--- src/rtl/output_deskew_pkg.sv ---
// Shared defaults and helpers for the output deskew block.
package output_deskew_pkg;

  localparam int def_data_width = 14;
  localparam int def_lanes      = 8;
  localparam int def_frame_len  = 256;

  // Bits needed to index v distinct values. Never returns less than 1,
  // so a degenerate frame_len of 1 still gets a legal vector width.
  function automatic int clog2(input int v);
    int r;
    r = 0;
    while ((1 << r) < v) r++;
    return (r < 1) ? 1 : r;
  endfunction

  // LSB position of lane k in a packed multi-lane bus.
  function automatic int lane_lsb(input int k, input int width);
    return k * width;
  endfunction

endpackage

--- src/rtl/output_deskew_if.sv ---
// Bus between the multiplier array output and the write-back stage.
// The deskew block sits on the slave modport; the array/write-back side
// (or a bench standing in for it) uses master.
interface output_deskew_if
  import output_deskew_pkg::*;
#(
  parameter int data_width = def_data_width,
  parameter int lanes      = def_lanes,
  parameter int frame_len  = def_frame_len
) ();

  localparam int idx_w = clog2(frame_len);

  logic                          flush;
  logic                          in_valid;
  logic [lanes*data_width-1:0]   din;
  logic                          out_valid;
  logic [lanes*data_width-1:0]   dout;
  logic                          out_last;
  logic [idx_w-1:0]              beat_idx;
  logic                          skew_err;

  modport master (
    output flush, in_valid, din,
    input  out_valid, dout, out_last, beat_idx, skew_err
  );

  modport slave (
    input  flush, in_valid, din,
    output out_valid, dout, out_last, beat_idx, skew_err
  );

endinterface

--- src/rtl/output_deskew_lane_delay.sv ---
// Fixed-depth register chain with synchronous flush. Used once per data
// lane (depth lanes-k) and once, 1 bit wide, for the valid pipeline.
module output_deskew_lane_delay #(
  parameter int width = 14,
  parameter int depth = 1
) (
  input  logic             clk,
  input  logic             rst_n,
  input  logic             i_flush,
  input  logic [width-1:0] i_d,
  output logic [width-1:0] o_q
);

  logic [depth-1:0][width-1:0] r_pipe;

  // Shift the chain by one stage per clock; flush empties it.
  // NOTE: the chain is ordinary flops, not a memory, so it takes the async
  // reset like any other state and never powers up holding stale lanes.
  always_ff @(posedge clk or negedge rst_n) begin
    if (!rst_n) begin
      r_pipe <= '0;
    end else if (i_flush) begin
      r_pipe <= '0;
    end else begin
      // NOTE: non-blocking so each stage captures its neighbour's old value;
      // blocking here would collapse the whole chain into one cycle.
      r_pipe[0] <= i_d;
      for (int i = 1; i < depth; i++) begin
        r_pipe[i] <= r_pipe[i-1];
      end
    end
  end

  assign o_q = r_pipe[depth-1];

endmodule

--- src/rtl/output_deskew.sv ---
// Removes the lane stagger produced by the polynomial-multiplier array:
// lane k of a beat arrives k cycles after lane 0, and every lane is delayed
// by lanes-k so the whole beat appears together lanes cycles after in_valid.
// Also tracks frame position and flags in_valid patterns that would let a
// beat overlap the next frame's alignment window.
module output_deskew
  import output_deskew_pkg::*;
#(
  parameter int data_width = def_data_width,
  parameter int lanes      = def_lanes,
  parameter int frame_len  = def_frame_len
) (
  input  logic           clk,
  input  logic           rst_n,
  output_deskew_if.slave bus
);

  localparam int idx_w = clog2(frame_len);
  localparam int cnt_w = clog2(lanes + 1);

  logic [lanes*data_width-1:0] w_dout;
  logic                        w_out_valid;
  logic [lanes-1:0]            r_hist;
  logic [idx_w-1:0]            r_beat_idx;
  logic                        r_skew_err;
  logic [cnt_w-1:0]            w_inflight;
  logic                        w_skew_hit;

  // Per-lane alignment: lane k already lags lane 0 by k cycles, so it only
  // needs the remaining lanes-k stages to land on the common output cycle.
  for (genvar k = 0; k < lanes; k++) begin : g_lane
    output_deskew_lane_delay #(
      .width (data_width),
      .depth (lanes - k)
    ) u_delay (
      .clk     (clk),
      .rst_n   (rst_n),
      .i_flush (bus.flush),
      .i_d     (bus.din[lane_lsb(k, data_width) +: data_width]),
      .o_q     (w_dout[lane_lsb(k, data_width) +: data_width])
    );
  end

  // Valid travels alongside lane 0, so its last stage lines up with dout.
  output_deskew_lane_delay #(
    .width (1),
    .depth (lanes)
  ) u_valid (
    .clk     (clk),
    .rst_n   (rst_n),
    .i_flush (bus.flush),
    .i_d     (bus.in_valid),
    .o_q     (w_out_valid)
  );

  // History of recent in_valid cycles: the beats still inside the pipeline,
  // including the one on dout this cycle.
  always_ff @(posedge clk or negedge rst_n) begin
    if (!rst_n) begin
      r_hist <= '0;
    end else if (bus.flush) begin
      r_hist <= '0;
    end else begin
      r_hist <= {r_hist[lanes-2:0], bus.in_valid};
    end
  end

  // Count in-flight beats and decide whether a new beat breaks the frame
  // alignment window near the end of a frame.
  always_comb begin
    int v_idx;
    int v_inflight;
    // NOTE: every output gets a default before any conditional logic, so no
    // path through the block leaves a value held (which would infer a latch).
    w_inflight = '0;
    w_skew_hit = 1'b0;
    for (int i = 0; i < lanes; i++) begin
      w_inflight = w_inflight + cnt_w'(r_hist[i]);
    end
    v_idx      = int'(r_beat_idx);
    v_inflight = int'(w_inflight);
    if (bus.in_valid && !bus.flush
        && ((frame_len - v_idx) < lanes)
        && ((v_idx + v_inflight) > frame_len)) begin
      w_skew_hit = 1'b1;
    end
  end

  // Frame position of the beat on dout; advances once per emitted beat.
  always_ff @(posedge clk or negedge rst_n) begin
    if (!rst_n) begin
      r_beat_idx <= '0;
    end else if (bus.flush) begin
      r_beat_idx <= '0;
    end else if (w_out_valid) begin
      if (r_beat_idx == idx_w'(frame_len - 1)) begin
        r_beat_idx <= '0;
      end else begin
        r_beat_idx <= r_beat_idx + 1'b1;
      end
    end
  end

  // Sticky timing-contract violation; only reset or flush clears it.
  always_ff @(posedge clk or negedge rst_n) begin
    if (!rst_n) begin
      r_skew_err <= 1'b0;
    end else if (bus.flush) begin
      r_skew_err <= 1'b0;
    end else if (w_skew_hit) begin
      r_skew_err <= 1'b1;
    end
  end

  // dout is deliberately ungated; consumers qualify it with out_valid.
  assign bus.dout      = w_dout;
  assign bus.out_valid = w_out_valid;
  assign bus.beat_idx  = r_beat_idx;
  assign bus.out_last  = w_out_valid && (r_beat_idx == idx_w'(frame_len - 1));
  assign bus.skew_err  = r_skew_err;

endmodule

--- src/flat_wrapper.sv ---
// flat-port wrapper written by rule: the top's interface ports become plain ports
module output_deskew_flat import output_deskew_pkg::*;
#(
  parameter int data_width = def_data_width,
  parameter int lanes      = def_lanes,
  parameter int frame_len  = def_frame_len
)
  (clk, rst_n, bus_flush, bus_in_valid, bus_din, bus_out_valid, bus_dout, bus_out_last, bus_beat_idx, bus_skew_err);
  output_deskew_if #(.data_width(data_width), .lanes(lanes), .frame_len(frame_len)) bus_i ();
  input  logic clk;
  input  logic rst_n;
  input wire logic [$bits(bus_i.flush)-1:0] bus_flush;
  input wire logic [$bits(bus_i.in_valid)-1:0] bus_in_valid;
  input wire logic [$bits(bus_i.din)-1:0] bus_din;
  output wire logic [$bits(bus_i.out_valid)-1:0] bus_out_valid;
  output wire logic [$bits(bus_i.dout)-1:0] bus_dout;
  output wire logic [$bits(bus_i.out_last)-1:0] bus_out_last;
  output wire logic [$bits(bus_i.beat_idx)-1:0] bus_beat_idx;
  output wire logic [$bits(bus_i.skew_err)-1:0] bus_skew_err;
  assign bus_i.flush = bus_flush;
  assign bus_i.in_valid = bus_in_valid;
  assign bus_i.din = bus_din;
  assign bus_out_valid = bus_i.out_valid;
  assign bus_dout = bus_i.dout;
  assign bus_out_last = bus_i.out_last;
  assign bus_beat_idx = bus_i.beat_idx;
  assign bus_skew_err = bus_i.skew_err;
  output_deskew #(.data_width(data_width), .lanes(lanes), .frame_len(frame_len)) u_core (.clk(clk), .rst_n(rst_n), .bus(bus_i));
endmodule
--- config.mk ---
export PLATFORM = sky130hd
export DESIGN_NAME = output_deskew_flat
export DESIGN_NICKNAME = d
export VERILOG_FILES = /design/src/rtl/output_deskew_pkg.sv /design/src/rtl/output_deskew_if.sv /design/src/rtl/output_deskew_lane_delay.sv /design/src/rtl/output_deskew.sv /design/src/flat_wrapper.sv
export SDC_FILE = /design/constraint.sdc
export NUM_CORES = 1
export LEC_CHECK = 0
export CAP_MARGIN = 20
export CELL_PAD_IN_SITES_DETAIL_PLACEMENT = 1
export CELL_PAD_IN_SITES_GLOBAL_PLACEMENT = 1
export CORE_MARGIN = 2
export CORE_UTILIZATION = 47
export DETAILED_ROUTE_END_ITERATION = 10
export DONT_BUFFER_PORTS = 1
export GPL_TIMING_DRIVEN = 0
export PLACE_DENSITY_LB_ADDON = 0.1
export RECOVER_POWER = 50
export SLEW_MARGIN = 10
export SYNTH_ARGS = -nofsm -noshare
export SYNTH_HDL_FRONTEND = slang
export SYNTH_HIERARCHICAL = 1
export SYNTH_SLANG_ARGS = --single-unit
--- constraint.sdc ---
create_clock -name clk -period 3.44 [get_ports clk]
set_input_delay 0.172 -clock clk [delete_from_list [all_inputs] [get_ports clk]]
set_output_delay 0.172 -clock clk [all_outputs]
set_load 0.02 [all_outputs]
==> summary by stage, run 1 <==
Finish
The post-route core utilization is 0.5667. The top cell types in the final layout, fill and taps aside, are 528 x sky130_fd_sc_hd__dfrtp_1, 467 x sky130_fd_sc_hd__nor2b_1, 116 x sky130_fd_sc_hd__dlygate4sd3_1, 111 x sky130_fd_sc_hd__buf_4, 55 x sky130_fd_sc_hd__clkbuf_16. The most common cell after layout, fill and taps aside is sky130_fd_sc_hd__dfrtp_1. The area added between synthesis and finish is 19.62%. The number of nets in the layout is 1566. The non-filler instance count after layout is 2002. The share of final-layout standard cells stronger than drive strength 1 is 0.1972. The filler cells instantiated in the layout total 3722.

Setup path
For this design, the slowest cell found on the critical path is sky130_fd_sc_hd__fa_1. STA classifies the critical path startpoint as a flop. Of all nets on the critical path, the largest fanout is 7.

The number of buffers and inverters on the critical path is 2. The critical path data required time is 3.91 ns. Traced cell by cell, the critical path runs through fa_1 > inv_1 > fa_1 > fa_1 > inv_2 > fa_2 > fa_2 > a21o_1 > a21oi_2 > nor3_2 > o22a_1.

Grouping stages by cell kind, the critical path spends the most delay in adder cells. The number of cells on the critical path is 11. Measured in cells, the most critical reg-to-reg path has a length of 11.

The kind of critical path is flop to flop. The data arrival at the endpoint of the critical path is 3.97 ns. STA classifies the critical path endpoint as a flop. The largest incremental delay on the critical path is 0.51 ns. The most frequent cell on the critical path is sky130_fd_sc_hd__fa_1.

Global route
The number of antenna violations at the first check in global routing came to 4. Summed over all layers, the global routing overflow is 0. The wire length of the first global-routing pass is 51.27 mm. The global-route total usage across every layer is 0.1608. The maximum number of pins on one net before global-route repair is 530. The number of global-route vias before repair is 9900.

Route
The routed wire length on met2 is 16.36 mm. Detailed routing inserted a total of 8802 vias. The count of nets left with antenna violations once routing finished came out at 0. In the routed layout, each cell is associated on average with a via count of 4.397.

Summed over all nets, wire length on met3 after detailed routing comes to 1.458 mm. The initial DRC count is 220. After detailed routing, the wire length on met1 is 11.51 mm. The top layer used by detailed routing is met5.

For this run, design rule violations remaining after detail routing come to 0. Dividing the detail-routed wire length by the instance count gives 15.29 um. For this run, the detailed router's first-pass iteration total came to 2.

After detailed routing, the total wire length is 30.61 mm.

CTS
The cell at the root of the clock tree is sky130_fd_sc_hd__clkbuf_16. The deepest clock path buffer count is 3. The number of levels in the clock H-tree is 2. The number of CTS-inserted buffers is 53. After clock tree synthesis, the flow added hold-fix buffers numbering 117. Clock-pin slew was measured on the worst setup and hold paths at 0.06 ns. The TritonCTS clock tree is yes. The clock drives 529 sinks. The later pin in the worst-skew pair is clocked with a latency of 0.58 ns.

Logic synthesis
The synthesized netlist cell count is 1264. The mean instance size in the synthesized netlist is 14.42 um^2. In this run the cell area of the synthesized design comes to 18220 um^2. For this run, the number of Yosys warnings is 6. Yosys attributes the largest share of cell area to sky130_fd_sc_hd__dfrtp_1 73%, sky130_fd_sc_hd__nor2b_1 16%, sky130_fd_sc_hd__buf_4 4.5%, sky130_fd_sc_hd__nor2b_2 2.0%, sky130_fd_sc_hd__buf_6 0.87%.

Synthesis produced a netlist with a net count of 1393. The number of distinct library cell variants in the gate-level netlist after synthesis is 28. The library cell occupying the most area in the post-synthesis netlist is sky130_fd_sc_hd__dfrtp_1.

The synthesized design contains 529 register bits. Of the synthesized area, sequential elements account for 0.7264. The area fraction of the dominant cell type after synthesis is 0.7264.

Timing
In the final timing run, aggregate negative setup slack is -0.05887 ns. The worst pin sits at a relative slew slack of -0.5815. Setup violations remaining at the end of the flow were counted as 1. Setup repair after global routing could not meet its margin everywhere.

Hold timing on the final database bottoms out at a slack of -0.7155 ns. The timing-limited maximum frequency is 0.2858 GHz. On the final layout, the worst clock skew is 0.01065 ns. The shortest clock period the worst path allows after layout is 3.499 ns. At the pin with the least slew margin, the transition time is 2.372 ns. Dividing the final minimum period by the clock period gives 1.017. The final hold violation count is 529. The number of pins exceeding their max-slew limit in the final report is 171. Once routing completed, OpenROAD measured the worst setup slack at -0.05887 ns.

Status
The checks that failed: negative hold slack, max-capacitance violations, max-slew violations, negative setup slack. The run finished, with violations left.

Placement
The number of placed cells counting well taps is 1782. Routability-driven placement finished with a final weighted congestion of 0.7295. The detailed placer's ending HPWL is 17.60 mm.

The number of port buffers is 0.

Die
The floorplan step defined a die boundary enclosing 40360 um^2. After floorplanning, the core was divided into 72 placement rows. The starting utilization of the core area is 0.4738.

For this design the top-level I/O count stands at 239. The vertical extent of the die is 200.9 um. The core region is 38470 um^2.

The die boundary width is 200.9 um.

Worst hold path
The classification of the worst-slack hold path is primary input to asynchronous set/reset pin.

Power and ir drop
The worst supply voltage drop on vdd is 0.3714 mV. The power density over cell area is 573.5 nW/um^2. The total power is 12.50 mW. In this run the static leakage power is 10.79 nW.

Run
The number of violations of the max-capacitance limit is 1.
-- sequential cells by signal, indices dropped and copies added, names as in the netlist --
name                          flops
u_core/r_hist                     8
u_core/g_lane.u_delay/o_q       112
u_core/u_valid/r_pipe             7
u_core/u_valid/o_q                1
u_core/bus.beat_idx               8
u_core/bus.skew_err               1
u_core/g_lane.u_delay/r_pipe    392
-- where the power goes --
| part | internal (mW) | leakage [nW] | switching [mW] |
|---|---|---|---|
| logic | 0.244 | 2.73 | 0.210 |
| clock network | 3.31 | 0.875 | 2.30 |
| registers | 6.38 | 7.18 | 0.0501 |
| total | 9.94 | 10.8 | 2.56 |
-- cells by family (layout without fill, tap and decap cells) --
kind of cell    count (synthesis)  after routing  share of synthesized area
compound gates                  8              8                   0.003020
flops                         529            529                     0.7264
other cells                     0              3                          0
fa+ha+maj                      13             13                    0.01099
buf+inv                       160            377                    0.06310
mux                             2              2                   0.001099
xor+xnor                        8              8                   0.003844
simple gates                  544            544                     0.1916
-- layout make-up --
class | instances | area [um^2] | share of cell area
flip-flops and latches | 529 | 13240 | 0.6073
well taps | 518 | 648.1 | 0.02973
plain buffers | 150 | 1082 | 0.04965
diodes | 3 | 7.507 | 0.0003444
inverters | 10 | 37.54 | 0.001722
multi-input cells | 575 | 3852 | 0.1767
repair buffers | 118 | 1181 | 0.05418
clock buffers | 83 | 1662 | 0.07623
clock inverters | 16 | 88.84 | 0.004075
-- synthesized netlist by cell type (all sizes together) --
cell / n
a21o: 2
nor2: 11
and2b: 11
o22a: 1
or2: 1
nand3: 4
fa: 5
dfrtp: 529
clkbuf: 1
inv: 10
xnor2: 4
o2111a: 1
xor2: 4
nor3: 4
o21ai: 1
mux2i: 2
nand4: 1
ha: 8
a21oi: 3
nor2b: 507
and3: 1
or3: 1
nand2: 3
buf: 149
-- metrics by stage --
| stage | hold slack (ns) | setup WS [ns] | area (um^2) |
|---|---|---|---|
| floorplan | -0.1236 | 0.01603 | 18230 |
| global placement | -0.1154 | -0.1106 | 18880 |
| detailed placement | -0.1174 | -0.1338 | 18880 |
| CTS | -0.7536 | -0.04383 | 21820 |
| global route | -0.7579 | -0.1607 | 21800 |
| finish | -0.7155 | -0.05887 | 21800 |
-- worst paths after layout --
path	from	endpoint	slack, ns
worst max-delay path	u_core/bus.beat_idx[0]	u_core/bus.skew_err	-0.06
worst min-delay path	rst_n	u_core/bus.beat_idx[4]	-0.72
worst max register to register	u_core/bus.beat_idx[0]	u_core/bus.skew_err	-0.06
worst min register to register	u_core/g_lane[2].u_delay/r_pipe[44]	u_core/g_lane[2].u_delay/r_pipe[58]	0.46
max in group asynchronous	rst_n	u_core/g_lane[2].u_delay/r_pipe[36]	2.81
min in group clk	bus_flush	u_core/r_hist[5]	0.03
-- layer usage --
layer,global-route usage,vias to the layer above
li1,-,4082
met4,0.06958,2
met1,0.1800,4471
met5,0,-
met2,0.2894,167
met3,0.04172,80
-- what timing repair did --
item / CTS / global route
hold endpoints to repair: 876 / 529
buffers inserted: 0 / 1
pin swaps: 1 / 2
resized for setup: 2 / 3
setup endpoints to repair: 1 / 1
(Power assumes the default switching activity.)
==> run 2, diff against run 1 <==
clock period = 3.1 ns   (was 3.44 ns; I/O delays follow)
==> run 2 against run 1 <==
Critical path type unchanged; the flow finishes with violations (negative hold slack, negative setup slack); sequential share of layout area down 0.12 points; final area rose by 0.19%; sequential power up 11%; count of clock-buffer cells in the layout down 6.
==> summary by stage, run 2 (synthesis gave the netlist of run 1 again) <==
Die
For this design the top-level I/O count stands at 239. The area of the placeable core is 38470 um^2. The number of rows created at floorplan is 72. The die covers 40360 um^2. The die boundary width is 200.9 um. The starting utilization of the core area is 0.4738. The floorplan step set the die height to 200.9 um.

Finish
From synthesis to final layout, the design area changed by 19.85%. Leaving out fill and tap cells, the most frequent cells in the layout are 528 x sky130_fd_sc_hd__dfrtp_1, 466 x sky130_fd_sc_hd__nor2b_1, 116 x sky130_fd_sc_hd__dlygate4sd3_1, 110 x sky130_fd_sc_hd__buf_4, 54 x sky130_fd_sc_hd__clkbuf_16. The share of final-layout standard cells stronger than drive strength 1 is 0.1928. The most common cell after layout, fill and taps aside is sky130_fd_sc_hd__dfrtp_1.

After the last flow step, the layout net total stands at 1565. Ranked by flip-flop count, first place goes to u_core/g_lane.u_delay/r_pipe. For this run, the share of the core covered by cells in the final layout is 0.5678. Summing all non-filler instances in the final layout gives an area of 21840 um^2. The number of flip-flops in the largest register is 392.

Power and ir drop
The power density over cell area is 648.9 nW/um^2. Overall power consumption after layout is estimated at 14.17 mW. The worst supply voltage drop on vdd is 0.4277 mV.

The analysis attributes to cell leakage a power of 10.79 nW.

Setup path
The critical path goes through fa_1 > inv_1 > fa_1 > fa_1 > inv_2 > fa_2 > fa_2 > a21o_1 > a21oi_2 > nor3_2 > o22a_1. The largest incremental delay on the critical path is 0.56 ns. The most frequent cell on the critical path is sky130_fd_sc_hd__fa_1. The worst setup path is captured at a flop.

The worst-path maximum fanout is 7. The critical path data required time is 3.57 ns. STA classifies the critical path startpoint as a flop. The startpoint of the lowest-slack register-to-register path is u_core/bus.beat_idx[0]. The worst register-to-register path ends at u_core/bus.skew_err. The largest individual stage delay along the critical path comes from the cell sky130_fd_sc_hd__fa_1. The count of cells along the worst register-to-register path is 11. The data arrival at the endpoint of the critical path is 3.98 ns. Across all register-to-register paths, the minimum setup slack is -0.42 ns. The kind of critical path is flop to flop.

Global route
The number of global-route vias before repair is 9887. The number of antenna violations at the first check in global routing is 5. The global-route total usage across every layer is 0.1619. The wire length of the first global-routing pass is 51.74 mm. After global routing the overflow that remains totals 0. The maximum number of pins on one net before global-route repair is 530.

CTS
Counting every sink on the clock net gives 529. The later pin in the worst-skew pair is clocked with a latency of 0.58 ns. In this run, CTS created clock tree buffers numbering 53.

CTS placed an instance of sky130_fd_sc_hd__clkbuf_16 at the clock tree root. The clock-pin slew on the worst setup and hold paths is 0.06 ns. The H-tree was split into 2 levels.

The TritonCTS clock tree is yes. Counting along the longest clock path gives a buffer depth of 3. The number of hold buffers added after CTS was 117. Once the clock tree was built, the setup fixing pass inserted 0 buffers.

Route
In the routed layout, each cell is associated on average with a via count of 4.386. The total wirelength of the detailed-routed design is 31.05 mm. The detailed router finished its first iteration with 238 violations.

After detailed routing, the average wire length per cell comes to 15.52 um. The post-detailed-route DRC marker count is 0. The first-pass iteration count of the detailed router is 4. The number of nets with antenna violations after detailed routing is 0. The routed layout has 8771 vias.

Timing
The tightest hold path in the finished design has a slack of -0.7119 ns. The actual transition at the worst max-transition pin is 1.342 ns. The timing-limited maximum frequency is 0.2845 GHz. The post-layout worst setup margin is -0.4155 ns. Setup violations remaining at the end of the flow were counted as 1. Setup repair after global routing could not meet its margin everywhere. The final worst-path cycle share is 1.134.

The number of pins exceeding their max-slew limit in the final report is 0. The clock tree skew after final layout is 0.02132 ns. The final hold violation count is 529.

The shortest clock period the worst path allows after layout is 3.515 ns. The worst-case headroom to the max-slew limit is 0.1057.

Status
The checks that failed: negative hold slack, negative setup slack. The run finished, with violations left.

Placement
The number of port buffers is 0. The placed instances occupy a cell area of 18880 um^2. The congestion estimate from routability-driven global placement came to 0.7424. The worst setup slack before clock tree synthesis is -0.4222 ns. Detailed placement ended at an HPWL of 17.74 mm.

Worst hold path
The classification of the worst-slack hold path is primary input to asynchronous set/reset pin.

Run
The tool flagged a number of max-cap violations equal to 0.
## run 2: changes by cell type in the layout (fill, tap and decap cells not counted), moves of 2 or more
cell,previous run,this run
sky130_fd_sc_hd__clkbuf_1,15,20
sky130_fd_sc_hd__clkinvlp_4,2,0
sky130_fd_sc_hd__clkinv_2,13,11
sky130_fd_sc_hd__clkbuf_8,18,8
sky130_fd_sc_hd__bufinv_16,0,7
## run 2: worst max-delay path by stage
stage          cells after the start  slack (ns)              startpoint                  end
6_report                          11       -0.42  u_core/bus.beat_idx[0]  u_core/bus.skew_err
5_1_grt                           11       -0.54  u_core/bus.beat_idx[0]  u_core/bus.skew_err
4_1_cts                           11       -0.43  u_core/bus.beat_idx[0]  u_core/bus.skew_err
3_5_place_dp                      11       -0.42  u_core/bus.beat_idx[0]  u_core/bus.skew_err
3_3_place_gp                      11       -0.40  u_core/bus.beat_idx[0]  u_core/bus.skew_err
2_1_floorplan                     11       -0.27  u_core/bus.beat_idx[0]  u_core/bus.skew_err
## run 2: stage by stage
stage | setup TNS (ns) | cells | hold WS, ns
floorplan | -0.2697 | 1264 | -0.1406
global placement | -0.3967 | 1782 | -0.1313
detailed placement | -0.4222 | 1782 | -0.1342
CTS | -0.4315 | 1996 | -0.7575
global route | -0.5361 | 1999 | -0.7556
finish | -0.4155 | 2000 | -0.7119
## run 2: repair_timing
item | in CTS | in global routing
endpoints found under the hold margin | 916 | 529
setup endpoints to repair | 1 | 1
gates resized for setup | 0 | 3
## run 2: power by group
group	switching, mW	total [mW]	internal (mW)
combinational	0.234	0.501	0.267
clock	2.56	6.53	3.98
sequential	0.0557	7.14	7.08
total	2.85	14.2	11.3
## run 2: metal layers
metal  global-route usage  wire length [um]  vias to the layer above
met3              0.04318              1500                       68
li1                     -                 -                     4075
met4              0.05979               965                        2
met2               0.2933             16930                      169
met5                    0                13                        -
met1               0.1832             11640                     4457
## run 2: final cells by class
cell class	count	area, um^2
Timing Repair Buffer	117	1166
Clock inverter	20	290.3
Buffer	150	1082
Antenna cell	4	10.01
Fill cell	3730	16630
Clock buffer	77	1518
Inverter	10	37.54
Multi-Input combinational cell	575	3850
Sequential cell	529	13240
Tap cell	518	648.1
## run 2: critical path: cells and delay by family, from the launching register on
family          cells  cell delay [ns]
simple gates        1             0.05
fa+ha+maj           5             2.23
compound gates      3             0.53
flops               1             0.51
buf+inv             2             0.09
==> run 3, diff against run 2 <==
CELL_PAD_IN_SITES_DETAIL_PLACEMENT = unset   (was 1)
CELL_PAD_IN_SITES_GLOBAL_PLACEMENT = unset   (was 1)
CORE_UTILIZATION = 55   (was 47)
clock period = 4.5 ns   (was 3.1 ns; I/O delays follow)
==> run 3 against run 2 <==
Worst hold slack improved by 0.091 ns; non-clock buffer count fell by 3; the flow finishes with violations (negative hold slack, max-slew violations); critical path depth is the same; fmax down 4.3%; critical endpoint unchanged; largest cell class unchanged; sequential share of layout area up 0.67 points; clock power decreased by 37%.
==> summary by stage, run 3 (synthesis gave the netlist of run 1 again) <==
Power and ir drop
The sequential cell fraction of total power is 0.525. The internal cell power is 7.527 mW. The fraction of power consumed by the clock network is 0.439. The logic gate share of total power is 0.036. Dividing total power by cell area gives a power density of 433.1 nW/um^2.

VDD sags by at most 0.3650 mV. The static leakage is 10.75 nW. The switching power summed over all nets is 1.829 mW. The total power is 9.356 mW. Of the total power, the share spent switching nets is 0.1955.

Die
The die footprint is 34610 um^2. The die boundary width is 186.0 um. After floorplanning, the core was divided into 66 placement rows. The area of the placeable core is 32620 um^2. The top-level I/O count is 239.

The starting utilization of the core area is 0.5587. From bottom edge to top edge, the die measures 186.0 um.

Global route
The remaining global-route overflow is 0. Entering global routing, the biggest net connects 530 pins. The number of global-route vias before repair was 8434. The first global-routing pass estimated 41.75 mm of wire. The number of antenna violations at the first check in global routing is 0.

Across every metal layer, demand over resource in global routing totals 0.1535.

Setup path
The worst setup path is of the flop to flop kind. The category of the worst setup path capture point is a flop. The critical path ends at u_core/bus.skew_err.

The register-to-register path setup slack is 0.83 ns. The worst setup path is launched from a flop. In this run the critical register-to-register path is captured at u_core/bus.skew_err. Along the worst path, the maximum fanout reaches 7. For the worst setup path, the data required time is 4.93 ns. For the worst setup path, the data arrival time is 4.10 ns. The number of cells on the worst reg-to-reg path is 11.

The critical path starts at u_core/bus.beat_idx[0]. The startpoint identified for the worst register-to-register timing path is u_core/bus.beat_idx[0].

Finish
The register with the most flip-flops in the layout has 392 of them. The library cells used most frequently in the layout, excluding fill and tap cells, are 529 x sky130_fd_sc_hd__dfrtp_1, 467 x sky130_fd_sc_hd__nor2b_1, 113 x sky130_fd_sc_hd__dlygate4sd3_1, 110 x sky130_fd_sc_hd__buf_4, 53 x sky130_fd_sc_hd__clkbuf_16. The post-route core utilization is 0.6622.

The share of final-layout standard cells stronger than drive strength 1 is 0.1907. The number of nets in the layout is 1560. The area added between synthesis and finish is 18.52%.

The most flop-heavy register is u_core/g_lane.u_delay/r_pipe. The summed area of non-filler cells in the final layout is 21600 um^2. Once layout is complete, the cells apart from fillers number 1910. The library cell used most frequently in the layout, excluding fill and tap cells, is sky130_fd_sc_hd__dfrtp_1. The antenna diode instance count is 0.

Status
The run finished, with violations left. The final reports fail on negative hold slack, max-slew violations.

Timing
The worst path in the final design needs a cycle of 3.673 ns, including I/O delays and setup. The count of endpoints failing setup in the final report is 0. The final hold violation count is 529. At the pin with the least slew margin, the transition time is 1.702 ns. The final worst-path cycle share is 0.8162.

For this run, the top clock speed supported by timing is 0.2723 GHz. Once routing completed, OpenROAD measured the worst setup slack at 0.8271 ns. The clock tree skew after final layout is 0.01325 ns. In the final timing run, aggregate negative setup slack is 0 ns. Setup repair after global routing left no endpoint under its margin. The tightest hold margin is -0.6206 ns. The number of pins exceeding their max-slew limit in the final report is 223. The worst pin sits at a relative slew slack of -0.1349.

Worst hold path
The worst hold path belongs to the class primary input to asynchronous set/reset pin.

Placement
The number of placed cells counting well taps is 1706. The congestion estimate from routability-driven global placement came to 0.7643. Summing all placed instances gives a cell area of 18780 um^2. The detailed placer's ending HPWL is 14.78 mm. The number of port buffers is 0. OpenSTA, run right after detailed placement, puts the worst setup slack at 0.8251 ns.

CTS
The cell at the root of the clock tree is sky130_fd_sc_hd__clkbuf_16. The number of post-CTS setup repair buffers is 0. The hold buffer count at CTS is 114. The post-cts repair resize count is 0. The number of levels in the clock H-tree is 2.

The clock network latency to the later pin of the worst-skew pair is 0.54 ns. The TritonCTS clock tree is yes. The longest clock path from root to sink contains 3 buffers. The number of clock buffers added by TritonCTS is 51. Clock-pin slew was measured on the worst setup and hold paths at 0.06 ns. The number of sinks on the clock net is 529.

Route
The detailed-route vias per instance is 4.349. The number of nets with antenna violations after detailed routing is 0. In the final routed layout, each cell accounts on average for 13.29 um. The via count of the routed design is 8307. In the routed design, unresolved DRC markers number 0. The initial DRC count is 349. The first-pass iteration count of the detailed router is 4. The total wirelength of the detailed-routed design is 25.38 mm.

Run
The tool flagged a number of max-cap violations equal to 0.
==> run 3: cell count changes in the layout (fill, tap and decap cells not counted), moves of 2 or more <==
cell,before,now
sky130_fd_sc_hd__diode_2,4,0
sky130_fd_sc_hd__fa_2,2,0
sky130_fd_sc_hd__clkbuf_8,8,16
sky130_fd_sc_hd__fa_1,3,5
sky130_fd_sc_hd__clkbuf_1,20,11
sky130_fd_sc_hd__bufinv_16,7,1
sky130_fd_sc_hd__buf_6,10,14
sky130_fd_sc_hd__dlygate4sd3_1,116,113
==> run 3: layer usage <==
layer,track usage,routed length (um),up-vias
met5,0,0,-
met4,0.06614,904,0
met3,0.02857,968,59
met2,0.2723,13510,158
met1,0.1838,10000,4027
li1,-,-,4063
==> run 3: power groups by stage <==
| stage | sequential [mW] | combinational, mW | clock [mW] |
|---|---|---|---|
| 2_1_floorplan | 4.99 | 0.212 | 0 |
| 5_1_grt | 4.92 | 0.370 | 4.44 |
| 3_3_place_gp | 5.00 | 0.245 | 0 |
| 4_1_cts | 4.91 | 0.342 | 4.23 |
| 6_report | 4.92 | 0.336 | 4.10 |
| 3_5_place_dp | 5.00 | 0.252 | 0 |
==> run 3: worst min-delay path by stage <==
stage | cells after the start | end | slack (ns)
finish | 0 | u_core/bus.beat_idx[4] | -0.62
global route | 0 | u_core/bus.beat_idx[4] | -0.66
CTS | 0 | u_core/bus.beat_idx[4] | -0.65
detailed placement | 0 | u_core/bus.beat_idx[4] | -0.06
global placement | 0 | u_core/bus.beat_idx[4] | -0.06
floorplan | 0 | u_core/bus.beat_idx[0] | -0.07
==> run 3: area by class of cell <==
class,instances,area (um^2)
Clock inverter,12,87.58
Multi-Input combinational cell,575,3834
Sequential cell,529,13240
Timing Repair Buffer,114,1159
Clock buffer,78,1580
Tap cell,442,553.0
Buffer,150,1111
Fill cell,2344,11020
Inverter,10,37.54
==> run 3: worst max-delay path: stages (launching register included) <==
cell,delay [ns]
sky130_fd_sc_hd__dfrtp_1,0.54
sky130_fd_sc_hd__fa_1,0.61
sky130_fd_sc_hd__inv_1,0.05
sky130_fd_sc_hd__fa_1,0.45
sky130_fd_sc_hd__fa_1,0.49
sky130_fd_sc_hd__inv_1,0.05
sky130_fd_sc_hd__fa_1,0.40
sky130_fd_sc_hd__fa_1,0.41
sky130_fd_sc_hd__a21o_1,0.19
sky130_fd_sc_hd__a21oi_1,0.13
sky130_fd_sc_hd__nor3_1,0.06
sky130_fd_sc_hd__o22a_1,0.19
